<file path="src/rtl/cva6_hpdcache_st_amo_buf_adapter_pkg.sv">
// Shared types for the CVA6 <-> HPDcache store/AMO adapter: config, request/response
// structs, AMO FSM states and the CVA6-to-HPDcache AMO opcode mapping.
package cva6_hpdcache_adapter_pkg;

    localparam int unsigned OFFSET_W = 12;
    localparam int unsigned TAG_W    = 44;
    localparam int unsigned PADDR_W  = OFFSET_W + TAG_W;
    localparam int unsigned SID_W    = 3;
    localparam int unsigned TID_W    = 4;

    typedef struct packed {
        int unsigned xlen;
        logic [63:0] cached_base;
        logic [63:0] cached_size;
        logic [63:0] dspm_base;
        logic [63:0] dspm_size;
    } cva6_cfg_t;

    localparam cva6_cfg_t cva6_cfg_empty = '{
        xlen: 64,
        cached_base: 64'h8000_0000, cached_size: 64'h8000_0000,
        dspm_base: 64'h0, dspm_size: 64'h0
    };

    typedef enum logic [3:0] {
        AMO_NONE, AMO_LR, AMO_SC, AMO_SWAP, AMO_ADD, AMO_AND, AMO_OR,
        AMO_XOR, AMO_MAX, AMO_MAXU, AMO_MIN, AMO_MINU, AMO_CAS1, AMO_CAS2
    } amo_t;

    typedef enum logic [3:0] {
        HPDCACHE_REQ_LOAD, HPDCACHE_REQ_STORE, HPDCACHE_REQ_AMO_LR, HPDCACHE_REQ_AMO_SC,
        HPDCACHE_REQ_AMO_SWAP, HPDCACHE_REQ_AMO_ADD, HPDCACHE_REQ_AMO_AND, HPDCACHE_REQ_AMO_OR,
        HPDCACHE_REQ_AMO_XOR, HPDCACHE_REQ_AMO_MAX, HPDCACHE_REQ_AMO_MAXU,
        HPDCACHE_REQ_AMO_MIN, HPDCACHE_REQ_AMO_MINU
    } hpdcache_op_e;

    typedef enum logic [1:0] {IDLE, DRAIN, ISSUE, WAIT} amo_fsm_e;

    typedef struct packed {
        logic [TAG_W-1:0]    address_tag;
        logic [OFFSET_W-1:0] address_index;
        logic [63:0]         data_wdata;
        logic [7:0]          data_be;
        logic [1:0]          data_size;
    } dcache_req_i_t;

    typedef struct packed {
        logic        req;
        amo_t        amo_op;
        logic [1:0]  size;
        logic [63:0] operand_a;
        logic [63:0] operand_b;
    } amo_req_t;

    typedef struct packed {
        logic        ack;
        logic [63:0] result;
    } amo_resp_t;

    typedef struct packed {
        logic uncacheable;
        logic io;
    } hpdcache_pma_t;

    typedef struct packed {
        logic [OFFSET_W-1:0] addr_offset;
        logic [63:0]         wdata;
        hpdcache_op_e        op;
        logic [7:0]          be;
        logic [2:0]          size;
        logic [SID_W-1:0]    sid;
        logic [TID_W-1:0]    tid;
        logic                need_rsp;
        logic                phys_indexed;
        logic [TAG_W-1:0]    addr_tag;
        hpdcache_pma_t       pma;
    } hpdcache_req_t;

    typedef struct packed {
        logic [63:0]      rdata;
        logic [SID_W-1:0] sid;
        logic [TID_W-1:0] tid;
        logic             error;
    } hpdcache_rsp_t;

    typedef struct packed {
        logic [TAG_W-1:0]    addr_tag;
        logic [OFFSET_W-1:0] addr_offset;
        logic [63:0]         wdata;
        logic [7:0]          be;
        logic [1:0]          size;
    } st_fifo_entry_t;

    typedef struct packed {
        logic         mapped;
        hpdcache_op_e op;
    } amo_map_t;

    function automatic amo_map_t amo_op_to_hpdcache(amo_t op);
        amo_map_t m;
        m.mapped = 1'b1;
        m.op     = HPDCACHE_REQ_LOAD;
        case (op)
            AMO_LR:   m.op = HPDCACHE_REQ_AMO_LR;
            AMO_SC:   m.op = HPDCACHE_REQ_AMO_SC;
            AMO_SWAP: m.op = HPDCACHE_REQ_AMO_SWAP;
            AMO_ADD:  m.op = HPDCACHE_REQ_AMO_ADD;
            AMO_AND:  m.op = HPDCACHE_REQ_AMO_AND;
            AMO_OR:   m.op = HPDCACHE_REQ_AMO_OR;
            AMO_XOR:  m.op = HPDCACHE_REQ_AMO_XOR;
            AMO_MAX:  m.op = HPDCACHE_REQ_AMO_MAX;
            AMO_MAXU: m.op = HPDCACHE_REQ_AMO_MAXU;
            AMO_MIN:  m.op = HPDCACHE_REQ_AMO_MIN;
            AMO_MINU: m.op = HPDCACHE_REQ_AMO_MINU;
            default:  m.mapped = 1'b0;
        endcase
        return m;
    endfunction

    function automatic logic in_region(logic [63:0] base, logic [63:0] size,
                                       logic [PADDR_W-1:0] addr);
        logic [63:0] a = 64'(addr);
        return (size != 64'd0) && (a >= base) && ((a - base) < size);
    endfunction

    function automatic logic in_cacheable(cva6_cfg_t cfg, logic [PADDR_W-1:0] addr);
        return in_region(cfg.cached_base, cfg.cached_size, addr);
    endfunction

    function automatic logic in_dspm(cva6_cfg_t cfg, logic [PADDR_W-1:0] addr);
        return in_region(cfg.dspm_base, cfg.dspm_size, addr);
    endfunction

    function automatic logic [63:0] sext32(logic [31:0] w);
        return {{32{w[31]}}, w};
    endfunction

endpackage

</file>
<file path="src/rtl/cva6_hpdcache_st_amo_buf_adapter_if.sv">
// Store, AMO and HPDcache request/response signals of the adapter, grouped in one bundle.
interface cva6_hpdcache_st_amo_buf_adapter_if;
    import cva6_hpdcache_adapter_pkg::*;

    logic          st_valid;
    logic          st_ready;
    dcache_req_i_t st_req;
    logic          st_empty;
    amo_req_t      amo_req;
    amo_resp_t     amo_resp;
    logic          hpdcache_req_valid;
    logic          hpdcache_req_ready;
    hpdcache_req_t hpdcache_req;
    logic          hpdcache_rsp_valid;
    hpdcache_rsp_t hpdcache_rsp;

    modport slave (
        input  st_valid, st_req, amo_req, hpdcache_req_ready, hpdcache_rsp_valid, hpdcache_rsp,
        output st_ready, st_empty, amo_resp, hpdcache_req_valid, hpdcache_req
    );

    modport master (
        output st_valid, st_req, amo_req, hpdcache_req_ready, hpdcache_rsp_valid, hpdcache_rsp,
        input  st_ready, st_empty, amo_resp, hpdcache_req_valid, hpdcache_req
    );

endinterface

</file>
<file path="src/rtl/cva6_hpdcache_st_fifo.sv">
// Valid/ready FIFO of buffered stores; pointers carry an extra wrap bit for full/empty.
module cva6_hpdcache_st_fifo
    import cva6_hpdcache_adapter_pkg::*;
#(
    parameter int unsigned Depth = 4
) (
    input  logic           clk_i,
    input  logic           rst_ni,
    input  logic           push_valid,
    input  st_fifo_entry_t push_data,
    output logic           full,
    output logic           pop_valid,
    input  logic           pop_ready,
    output st_fifo_entry_t pop_data,
    output logic           empty
);

    localparam int unsigned PtrW = $clog2(Depth);

    st_fifo_entry_t  mem [Depth];
    logic [PtrW:0]   wr_ptr_q, rd_ptr_q;
    logic            push, pop;

    assign empty     = (wr_ptr_q == rd_ptr_q);
    assign full      = (wr_ptr_q[PtrW] != rd_ptr_q[PtrW]) &&
                       (wr_ptr_q[PtrW-1:0] == rd_ptr_q[PtrW-1:0]);
    assign push      = push_valid && !full;
    assign pop       = pop_ready && !empty;
    assign pop_valid = !empty;
    assign pop_data  = mem[rd_ptr_q[PtrW-1:0]];

    // NOTE: sequential state uses <= so every flop samples pre-edge values.
    always_ff @(posedge clk_i or negedge rst_ni) begin
        if (!rst_ni) begin
            wr_ptr_q <= '0;
            rd_ptr_q <= '0;
        end else begin
            if (push) wr_ptr_q <= wr_ptr_q + 1'b1;
            if (pop)  rd_ptr_q <= rd_ptr_q + 1'b1;
        end
    end

    // NOTE: storage has no reset; entries are only read once the pointers mark them valid.
    always_ff @(posedge clk_i) begin
        if (push) mem[wr_ptr_q[PtrW-1:0]] <= push_data;
    end

endmodule

</file>
<file path="src/rtl/cva6_hpdcache_st_amo_buf_adapter.sv">
// Store/AMO port adapter: buffers core stores, orders AMOs behind them and returns the AMO result.
module cva6_hpdcache_st_amo_buf_adapter
    import cva6_hpdcache_adapter_pkg::*;
#(
    parameter cva6_cfg_t         CVA6Cfg     = cva6_cfg_empty,
    parameter int unsigned       StFifoDepth = 4,
    parameter logic [TID_W-1:0]  AmoTid      = '1
) (
    input  logic              clk_i,
    input  logic              rst_ni,
    input  logic [SID_W-1:0]  hpdcache_req_sid_i,
    cva6_hpdcache_st_amo_buf_adapter_if.slave bus
);

    amo_fsm_e           state_q, state_d;
    amo_req_t           amo_q;
    amo_map_t           amo_map;
    st_fifo_entry_t     push_entry, head;
    logic               fifo_push, fifo_pop, fifo_valid, fifo_empty, fifo_full;
    logic               amo_ack;
    logic [63:0]        amo_result;
    logic [PADDR_W-1:0] req_addr;
    hpdcache_req_t      req;
    logic               unused_bits;

    assign push_entry = '{addr_tag: bus.st_req.address_tag, addr_offset: bus.st_req.address_index,
                          wdata: bus.st_req.data_wdata, be: bus.st_req.data_be,
                          size: bus.st_req.data_size};

    // Stores are blocked while an AMO is being ordered, issued or awaited.
    assign bus.st_ready = !fifo_full && (state_q == IDLE);
    assign bus.st_empty = fifo_empty;
    assign fifo_push    = bus.st_valid && bus.st_ready;
    assign fifo_pop     = (state_q != ISSUE) && bus.hpdcache_req_ready;

    cva6_hpdcache_st_fifo #(.Depth(StFifoDepth)) st_fifo (
        .clk_i      (clk_i),
        .rst_ni     (rst_ni),
        .push_valid (fifo_push),
        .push_data  (push_entry),
        .full       (fifo_full),
        .pop_valid  (fifo_valid),
        .pop_ready  (fifo_pop),
        .pop_data   (head),
        .empty      (fifo_empty)
    );

    assign amo_map = amo_op_to_hpdcache(amo_q.amo_op);

    always_ff @(posedge clk_i or negedge rst_ni) begin
        if (!rst_ni) begin
            state_q <= IDLE;
            amo_q   <= '0;
        end else begin
            state_q <= state_d;
            if (state_q == IDLE && bus.amo_req.req) amo_q <= bus.amo_req;
        end
    end

    // NOTE: every output of this block gets a default first, so no path infers a latch.
    always_comb begin
        state_d    = state_q;
        amo_ack    = 1'b0;
        amo_result = '0;
        case (state_q)
            IDLE:  if (bus.amo_req.req) state_d = DRAIN;
            DRAIN: if (fifo_empty) begin
                if (amo_map.mapped) begin
                    state_d = ISSUE;
                end else begin
                    amo_ack = 1'b1;
                    state_d = IDLE;
                end
            end
            ISSUE: if (bus.hpdcache_req_ready) state_d = WAIT;
            WAIT:  if (bus.hpdcache_rsp_valid && bus.hpdcache_rsp.tid == AmoTid) begin
                amo_ack = 1'b1;
                state_d = IDLE;
                if (CVA6Cfg.xlen == 32)
                    amo_result = sext32(bus.hpdcache_rsp.rdata[31:0]);
                else if (amo_q.size == 2'b10)
                    amo_result = sext32(amo_q.operand_a[2] ? bus.hpdcache_rsp.rdata[63:32]
                                                           : bus.hpdcache_rsp.rdata[31:0]);
                else
                    amo_result = bus.hpdcache_rsp.rdata;
            end
            default: state_d = IDLE;
        endcase
    end

    always_comb begin
        req              = '0;
        req.sid          = hpdcache_req_sid_i;
        req.phys_indexed = 1'b1;
        if (state_q == ISSUE) begin
            req_addr     = amo_q.operand_a[PADDR_W-1:0];
            req.op       = amo_map.op;
            req.tid      = AmoTid;
            req.need_rsp = 1'b1;
            req.size     = {1'b0, amo_q.size};
            if (CVA6Cfg.xlen == 32) begin
                req.be    = 8'h0F;
                req.wdata = {32'b0, amo_q.operand_b[31:0]};
            end else if (amo_q.size == 2'b10) begin
                req.be    = amo_q.operand_a[2] ? 8'hF0 : 8'h0F;
                req.wdata = {2{amo_q.operand_b[31:0]}};
            end else begin
                req.be    = 8'hFF;
                req.wdata = amo_q.operand_b;
            end
        end else begin
            req_addr  = {head.addr_tag, head.addr_offset};
            req.op    = HPDCACHE_REQ_STORE;
            req.wdata = head.wdata;
            req.be    = head.be;
            req.size  = {1'b0, head.size};
        end
        req.addr_offset     = req_addr[OFFSET_W-1:0];
        req.addr_tag        = req_addr[PADDR_W-1:OFFSET_W];
        req.pma.uncacheable = !in_cacheable(CVA6Cfg, req_addr) && !in_dspm(CVA6Cfg, req_addr);
    end

    assign bus.hpdcache_req_valid = (state_q == ISSUE) || fifo_valid;
    assign bus.hpdcache_req       = req;
    assign bus.amo_resp           = '{ack: amo_ack, result: amo_result};

    assign unused_bits = ^{amo_q.req, amo_q.operand_a[63:PADDR_W],
                           bus.hpdcache_rsp.sid, bus.hpdcache_rsp.error};

    // Only the AMO ever expects a response; anything else on the response port is a protocol error.
    rsp_tid_legal: assert property (@(posedge clk_i) disable iff (!rst_ni)
        bus.hpdcache_rsp_valid |-> bus.hpdcache_rsp.tid == AmoTid);

    amo_req_held: assert property (@(posedge clk_i) disable iff (!rst_ni)
        (state_q != IDLE) |-> bus.amo_req.req);

endmodule

</file>
<file path="src/flat_wrapper.sv">
// flat-port wrapper written by rule: the top's interface ports become plain ports
module cva6_hpdcache_st_amo_buf_adapter_flat import cva6_hpdcache_adapter_pkg::*;
#(
    parameter cva6_cfg_t         CVA6Cfg     = cva6_cfg_empty,
    parameter int unsigned       StFifoDepth = 4,
    parameter logic [TID_W-1:0]  AmoTid      = '1
)
  (clk_i, rst_ni, hpdcache_req_sid_i, bus_st_valid, bus_st_req, bus_amo_req, bus_hpdcache_req_ready, bus_hpdcache_rsp_valid, bus_hpdcache_rsp, bus_st_ready, bus_st_empty, bus_amo_resp, bus_hpdcache_req_valid, bus_hpdcache_req);
  cva6_hpdcache_st_amo_buf_adapter_if bus_i ();
  input  logic clk_i;
  input  logic rst_ni;
  input  logic [SID_W-1:0] hpdcache_req_sid_i;
  input wire logic [$bits(bus_i.st_valid)-1:0] bus_st_valid;
  input wire logic [$bits(bus_i.st_req)-1:0] bus_st_req;
  input wire logic [$bits(bus_i.amo_req)-1:0] bus_amo_req;
  input wire logic [$bits(bus_i.hpdcache_req_ready)-1:0] bus_hpdcache_req_ready;
  input wire logic [$bits(bus_i.hpdcache_rsp_valid)-1:0] bus_hpdcache_rsp_valid;
  input wire logic [$bits(bus_i.hpdcache_rsp)-1:0] bus_hpdcache_rsp;
  output wire logic [$bits(bus_i.st_ready)-1:0] bus_st_ready;
  output wire logic [$bits(bus_i.st_empty)-1:0] bus_st_empty;
  output wire logic [$bits(bus_i.amo_resp)-1:0] bus_amo_resp;
  output wire logic [$bits(bus_i.hpdcache_req_valid)-1:0] bus_hpdcache_req_valid;
  output wire logic [$bits(bus_i.hpdcache_req)-1:0] bus_hpdcache_req;
  assign bus_i.st_valid = bus_st_valid;
  assign bus_i.st_req = bus_st_req;
  assign bus_i.amo_req = bus_amo_req;
  assign bus_i.hpdcache_req_ready = bus_hpdcache_req_ready;
  assign bus_i.hpdcache_rsp_valid = bus_hpdcache_rsp_valid;
  assign bus_i.hpdcache_rsp = bus_hpdcache_rsp;
  assign bus_st_ready = bus_i.st_ready;
  assign bus_st_empty = bus_i.st_empty;
  assign bus_amo_resp = bus_i.amo_resp;
  assign bus_hpdcache_req_valid = bus_i.hpdcache_req_valid;
  assign bus_hpdcache_req = bus_i.hpdcache_req;
  cva6_hpdcache_st_amo_buf_adapter #(.CVA6Cfg(CVA6Cfg), .StFifoDepth(StFifoDepth), .AmoTid(AmoTid)) u_core (.clk_i(clk_i), .rst_ni(rst_ni), .hpdcache_req_sid_i(hpdcache_req_sid_i), .bus(bus_i));
endmodule
</file>
<file path="config.mk">
export PLATFORM = sky130hd
export DESIGN_NAME = cva6_hpdcache_st_amo_buf_adapter_flat
export DESIGN_NICKNAME = d
export VERILOG_FILES = /design/src/rtl/cva6_hpdcache_st_amo_buf_adapter_pkg.sv /design/src/rtl/cva6_hpdcache_st_amo_buf_adapter_if.sv /design/src/rtl/cva6_hpdcache_st_fifo.sv /design/src/rtl/cva6_hpdcache_st_amo_buf_adapter.sv /design/src/flat_wrapper.sv
export SDC_FILE = /design/constraint.sdc
export NUM_CORES = 1
export LEC_CHECK = 0
export ABC_AREA = 0
export CORE_UTILIZATION = 40
export DETAILED_ROUTE_END_ITERATION = 8
export SLEW_MARGIN = 10
export SYNTH_ARGS = -nofsm -noshare
export SYNTH_HDL_FRONTEND = slang
export SYNTH_SLANG_ARGS = --single-unit
</file>
<file path="constraint.sdc">
create_clock -name clk_i -period 6.31 [get_ports clk_i]
set_input_delay 0.631 -clock clk_i [delete_from_list [all_inputs] [get_ports clk_i]]
set_output_delay 0.631 -clock clk_i [all_outputs]
set_load 0.1 [all_outputs]
</file>
Word level (Yosys, flattened, before mapping)
Memory sizes are Yosys's and may differ from the RTL's.
Index checks and enable logic that the tools add are counted.
Cells by class
  $add $sub $neg: 3
  order comparisons: 2
  equality and inequality tests: 24
  muxes and demuxes: 24
  reductions and logical operators: 16
Operators by type and width (count)
  $mux W64: 4
  $mux W79: 1
  $lt A64 B32 Y1 const B: 1
  $sub A56 B32 Y57 const B: 1
  $ge A56 B32 Y1 const B: 1
  $mux W56: 1
  $pmux W4 S11: 1
  $mux W32: 1
  $eq A4 B4 Y1 const B: 5
  $eq A4 B3 Y1 const B: 4
  $mux W8: 2
  $reduce_or A11 Y1: 1
  $mux W2: 5
  $logic_and A1 B1 Y1: 9
  $eq A4 B2 Y1 const B: 2
  $ne A2 B2 Y1 const B: 4
  $pmux W2 S4: 1
  $add A3 B1 Y3 const B: 2
  $eq A2 B2 Y1 const B: 3
  $mux W1: 6
  $mux W5: 1
  $eq A4 B1 Y1 const B: 1
  $reduce_and A4 Y1: 1
  $eq A3 B3 Y1: 1
  8 further kinds: 10
Word-level totals
  register bits after elaboration: 134
  RAM bits: 520
  input bits: 345
  output and inout bits: 214
  word-level logic and storage cells: 77
  memories: 1
Memories
  u_core.st_fifo.mem: words 4, bits a word 130, rd ports 1, clocked after Yosys merged registers in 0, write ports 1, RTL line cva6_hpdcache_st_fifo.sv:20  | st_fifo_entry_t mem [Depth];

Depth between registers and ports, before layout
  depth after elaboration: 8
  depth in mapped cells: 16
  gate-level depth less buffers: 13

Hierarchy
A second synthesis with hierarchy kept.
Second synthesis, totals
  cells, all modules: 1674
  area, all modules: 27297.4 um^2
By module, submodules not included
  cva6_hpdcache_st_fifo: instances 1, cells each 726, area an instance 19217.2 um^2, seq. area each 15765.1 um^2
  cva6_hpdcache_st_amo_buf_adapter: instances 1, cells each 948, area an instance 8080.2 um^2, seq. area each 3203.1 um^2

Least setup slack after synthesis
No wires, ideal clock.
  kind: register to register
  from: register u_core.st_fifo.rd_ptr_q[1]
  to: memory u_core.st_fifo.mem[3][0] (netlist bit), enable pin
  library setup time: 0.507 ns
  data arrival time: 7.009 ns
  required time: 5.803 ns
  slack: -1.206 ns
  stages on the path, launching flop included: 8
  buffers on the path: 3
  clock period less this slack: 7.516 ns
  path through: dfrtp_1 > buf_2 > buf_2 > buf_1 > xor2_1 > nor2_1 > a211oi_1 > and3_1
On the way
  word-level cells in the longest chain between the ends: 8
RTL lines
  from (decl): RTL line cva6_hpdcache_st_fifo.sv:21  | logic [PtrW:0] wr_ptr_q, rd_ptr_q;
  from (signal assigned): RTL line cva6_hpdcache_st_fifo.sv:39  | if (pop) rd_ptr_q <= rd_ptr_q + 1'b1;
  $eq A2 B2 Y1: RTL line cva6_hpdcache_st_fifo.sv:26  | (wr_ptr_q[PtrW-1:0] == rd_ptr_q[PtrW-1:0]);
  $logic_and A1 B1 Y1: RTL line cva6_hpdcache_st_fifo.sv:25  | assign full = (wr_ptr_q[PtrW] != rd_ptr_q[PtrW]) &&
  $logic_not A1 Y1: RTL line cva6_hpdcache_st_amo_buf_adapter.sv:31  | assign bus.st_ready = !fifo_full && (state_q == IDLE);
  $logic_and A1 B1 Y1: RTL line cva6_hpdcache_st_amo_buf_adapter.sv:31
  net bus_st_ready: RTL line flat_wrapper.sv:19  | output wire logic [$bits(bus_i.st_ready)-1:0] bus_st_ready;
  $logic_and A1 B1 Y1: RTL line cva6_hpdcache_st_amo_buf_adapter.sv:33  | assign fifo_push = bus.st_valid && bus.st_ready;
  $logic_and A1 B1 Y1: RTL line cva6_hpdcache_st_fifo.sv:27  | assign push = push_valid && !full;
  $mux W1: RTL line cva6_hpdcache_st_fifo.sv:45  | if (push) mem[wr_ptr_q[PtrW-1:0]] <= push_data;
  $mux W1 (implied by the code): RTL line cva6_hpdcache_st_fifo.sv:45
  to (decl): RTL line cva6_hpdcache_st_fifo.sv:20
The timed path passes the listed nets, and every way through them passes these cells.

Final worst setup path
  from: register u_core.st_fifo.rd_ptr_q[1]
  to: output bus_st_ready
On the way
  word-level cells in the longest chain between the ends: 4
RTL lines (RTL line)
  $eq A2 B2 Y1: cva6_hpdcache_st_fifo.sv:26
  $logic_and A1 B1 Y1: cva6_hpdcache_st_fifo.sv:25
  $logic_not A1 Y1: cva6_hpdcache_st_amo_buf_adapter.sv:31
  $logic_and A1 B1 Y1: cva6_hpdcache_st_amo_buf_adapter.sv:31
  to (decl): flat_wrapper.sv:19
Every way passes these cells.

==> impl_metrics.yaml <==
sta:
  fin_crit_sh: 0.839
  finalHoldViolations: 0
  rsz0062_at_grt: "false"
  slew_headroom: 0.169
  tightest_slew_ns: 1.24
  setup-tns-final_ns: 0
  drv_slew: 0
  skew_ns: 0.0177
  timing.final.crit_period_ns: 5.30
  layout_setup_ws_ns: 1.01
  setup_viol: 0
  fmax_mhz: 189
hold_path:
  min_path_type: "primary input to async pin"
global_route:
  antenna_found_initial: 28
  grt-ovfl-total: 0
  track_usage: 0.238
  grt_pass1_wl_um: 120000
  grt_pass1_vias: 17400
  grt_max_degree: 127
setup_path:
  cp_cell_sequence: "buf_12, xor2_1, nor2_1, a211oi_1, clkdlybuf4s50_1"
  cp.required_ns: 5.68
  max_stage_delay_ns: 1.38
  crit_type: "flip-flop to output port"
  crit_path_start_kind: "flip-flop"
  arrival_ns: 4.67
  worstPathMaxFanout: 85
  rr_worst_depth: 6
  critPathSlowestCell: "clkdlybuf4s50_1"
  critPathCaptureType: "output port"
yosys:
  synth_simple_gate_area_share: 0.0850
  ys_async_sr_fraction: 0.205
  yosys.area_share.adder: 0.00277
  synth_area_leader_cell: "edfxtp_1"
  synth_top_family_by_area: "multiplexers"
  synth-compound-area-share: 0.0258
  muxShareOfSynthArea: 0.164
  yosysWarnings: 0
  netlist_area_sq_um: 27100
  yosysSeqAreaShare: 0.699
  synth_cell_types: 56
  syn_area_per_cell_sq_um: 15.6
  netlist_instances: 1743
  synth_xor_area_frac: 0.00355
  synth.ff_latch_count: 654
  synth-edff-count: 520
  yosysTopAreaCellShare: 0.576
  synthTopCellsByArea: "edfxtp_1 (58%), dfrtp_1 (12%), mux4_2 (10%), nand2_1 (5.5%), mux2_2 (5.4%)"
  synthFlopType: "edfxtp_1"
power_and_ir_drop:
  p_leak_nw: 12.8
  powerDensity_nw_per_um2: 574
  peakVddDrop_uv: 722
cts:
  clockRootBuffer: "clkbuf_16"
  clk_pin_slew_worst_paths_ns: 0.06
  cts_sinks: 654
  cts_tree: "built"
  numCtsBuffers: 73
  clockBufferDepth: 3
  cts_max_level: 3
  clk_latency_ns: 0.61
routing:
  routed_wl_um: 81600
  routed_via_density: 5.29
  ant_nets: 0
  vias: 17000
  drt_iter0_drc: 1124
  drc: 0
  first_pass_iters: 5
  detail_route.wl_per_cell_um: 25.4
job:
  max_cap_violations: 0
floorplan:
  die_area_sq_um: 68900
  io_pins: 559
  start_util: 0.404
  die_w_um: 262
  row_count: 95
  die_h_um: 262
  design.core.area_sq_um: 67200
finish:
  fillers: 5474
  fin_nets: 2624
  final_cells: 3217
  final_common_cell: "clkdlybuf4s50_1"
  layout_common_cells: "clkdlybuf4s50_1 (522), edfxtp_1 (520), nand2_1 (399), dfrtp_1 (132), mux2_2 (130)"
  layout-drive-gt1-share: 0.181
  syn2layout_area_growth_pct: 32.3
  fin_area_sq_um: 35900
run_status:
  status: "finished clean"
placement:
  placed_area_sq_um: 33400
  post-place-ws_ns: 1.66
  gp_congestion: 0.904
  post-dp-hpwl_um: 55800
  portBuffers: 537
  dpl.cell_count: 3070
## worst max-delay path: cells and delay by family, from the launching register on
family	cells	cell delay (ns)
xor gates and xnor gates	1	0.23
buffers and inverters	2	1.87
DFF	1	1.01
and+or+nand+nor	1	0.07
AOI/OAI and AO/OA	1	0.61
## logic make-up (layout without fill, tap and decap cells)
kind of cell | after synthesis | in the layout
other | 2 | 14
adder cells (fa/ha/maj) | 6 | 6
flip-flops | 654 | 654
buffers and inverters | 122 | 711
AO/OA/AOI/OAI | 109 | 109
multiplexers | 269 | 269
XOR/XNOR | 11 | 11
AND/OR/NAND/NOR | 570 | 570
## per-stage QoR
stage                     power, mW  hold WS (ns)  utilization
after detailed placement       16.5         0.492        0.498
after floorplan                13.6         0.335            -
after CTS                      20.8         0.455        0.534
after global routing           21.4         0.493        0.534
final                          20.6         0.490        0.534
after global placement         16.4         0.487        0.498
## routing by layer
metal	global-route usage	vias up	part of all wire
met1	0.290	8625	0.39
li1	-	7592	-
met2	0.402	618	0.50
met4	0.0803	28	0.030
met5	0	-	0.0024
met3	0.0731	155	0.076
## area by class of cell
cell class              count  area [sq um]  area share
multi-input cells         968          7690       0.214
clock buffers              96          1970      0.0550
repair buffers            565          5650       0.158
diodes                     11          27.5    0.000767
clock inverters            39           432      0.0120
flip-flops and latches    654         19000       0.529
inverters                  11          46.3     0.00129
well taps                 873          1090      0.0304
## cells in the mapped netlist (2+ instances only)
cell	n
and2_1	3
o32ai_1	2
nor4_1	3
clkbuf_1	77
edfxtp_1	520
buf_1	11
inv_1	10
nor3b_1	3
nand4_1	4
nand2b_1	7
nor2b_1	6
a2111oi_0	2
nand3_1	8
and3_1	5
a31oi_1	36
nor3_1	10
mux2i_1	10
mux2_2	130
o31ai_1	2
buf_2	11
mux4_1	2
ha_1	6
nand2_1	399
o22ai_1	2
mux4_2	125
o311ai_0	2
dfrtp_1	134
a211oi_1	4
xor2_1	4
conb_1	2
or3_1	2
a221oi_1	2
buf_4	11
o21ai_0	5
o2111ai_1	3
nor2_1	113
xnor2_1	7
a21oi_1	42
## sequential cells by signal (all words and copies together), names as in the netlist, named ones only
| name | cells |
|---|---|
| u_core.amo_q | 126 |
| u_core.st_fifo.mem | 520 |
| u_core.state_q | 1 |
| u_core.st_fifo.rd_ptr_q | 3 |
| u_core.st_fifo.wr_ptr_q | 3 |
## power breakdown
part	leakage (nW)	internal, mW	switching (mW)	total, mW
Clock	1.17	2.55	1.71	4.25
Combinational	5.31	2.92	7.75	10.7
Sequential	6.31	5.18	0.487	5.67
Total	12.8	10.6	9.95	20.6
## final timing paths
kind / startpoint / to / slack (ns)
setup reg to reg: u_core.st_fifo.rd_ptr_q[1]$_DFFE_PN0P_ / u_core.st_fifo.mem[0][12]$_DFFE_PP_ / 1.86
max in group asynchronous: rst_ni / u_core.amo_q[100]$_DFFE_PN0P_ / 4.62
min in group clk_i: u_core.st_fifo.wr_ptr_q[2]$_DFFE_PN0P_ / u_core.st_fifo.wr_ptr_q[2]$_DFFE_PN0P_ / 0.49
setup / recovery: u_core.st_fifo.rd_ptr_q[1]$_DFFE_PN0P_ / bus_st_ready / 1.01
hold reg to reg: u_core.st_fifo.wr_ptr_q[2]$_DFFE_PN0P_ / u_core.st_fifo.wr_ptr_q[2]$_DFFE_PN0P_ / 0.49
hold / removal: rst_ni / u_core.amo_q[91]$_DFFE_PN0P_ / 0.49
## what timing repair did
item	CTS	global route
endpoints found under the hold margin	26	0
hold buffers	1	0
setup buffers	0	0
gates resized for setup	0	0
Note: power is estimated with default switching activity, not from simulation.
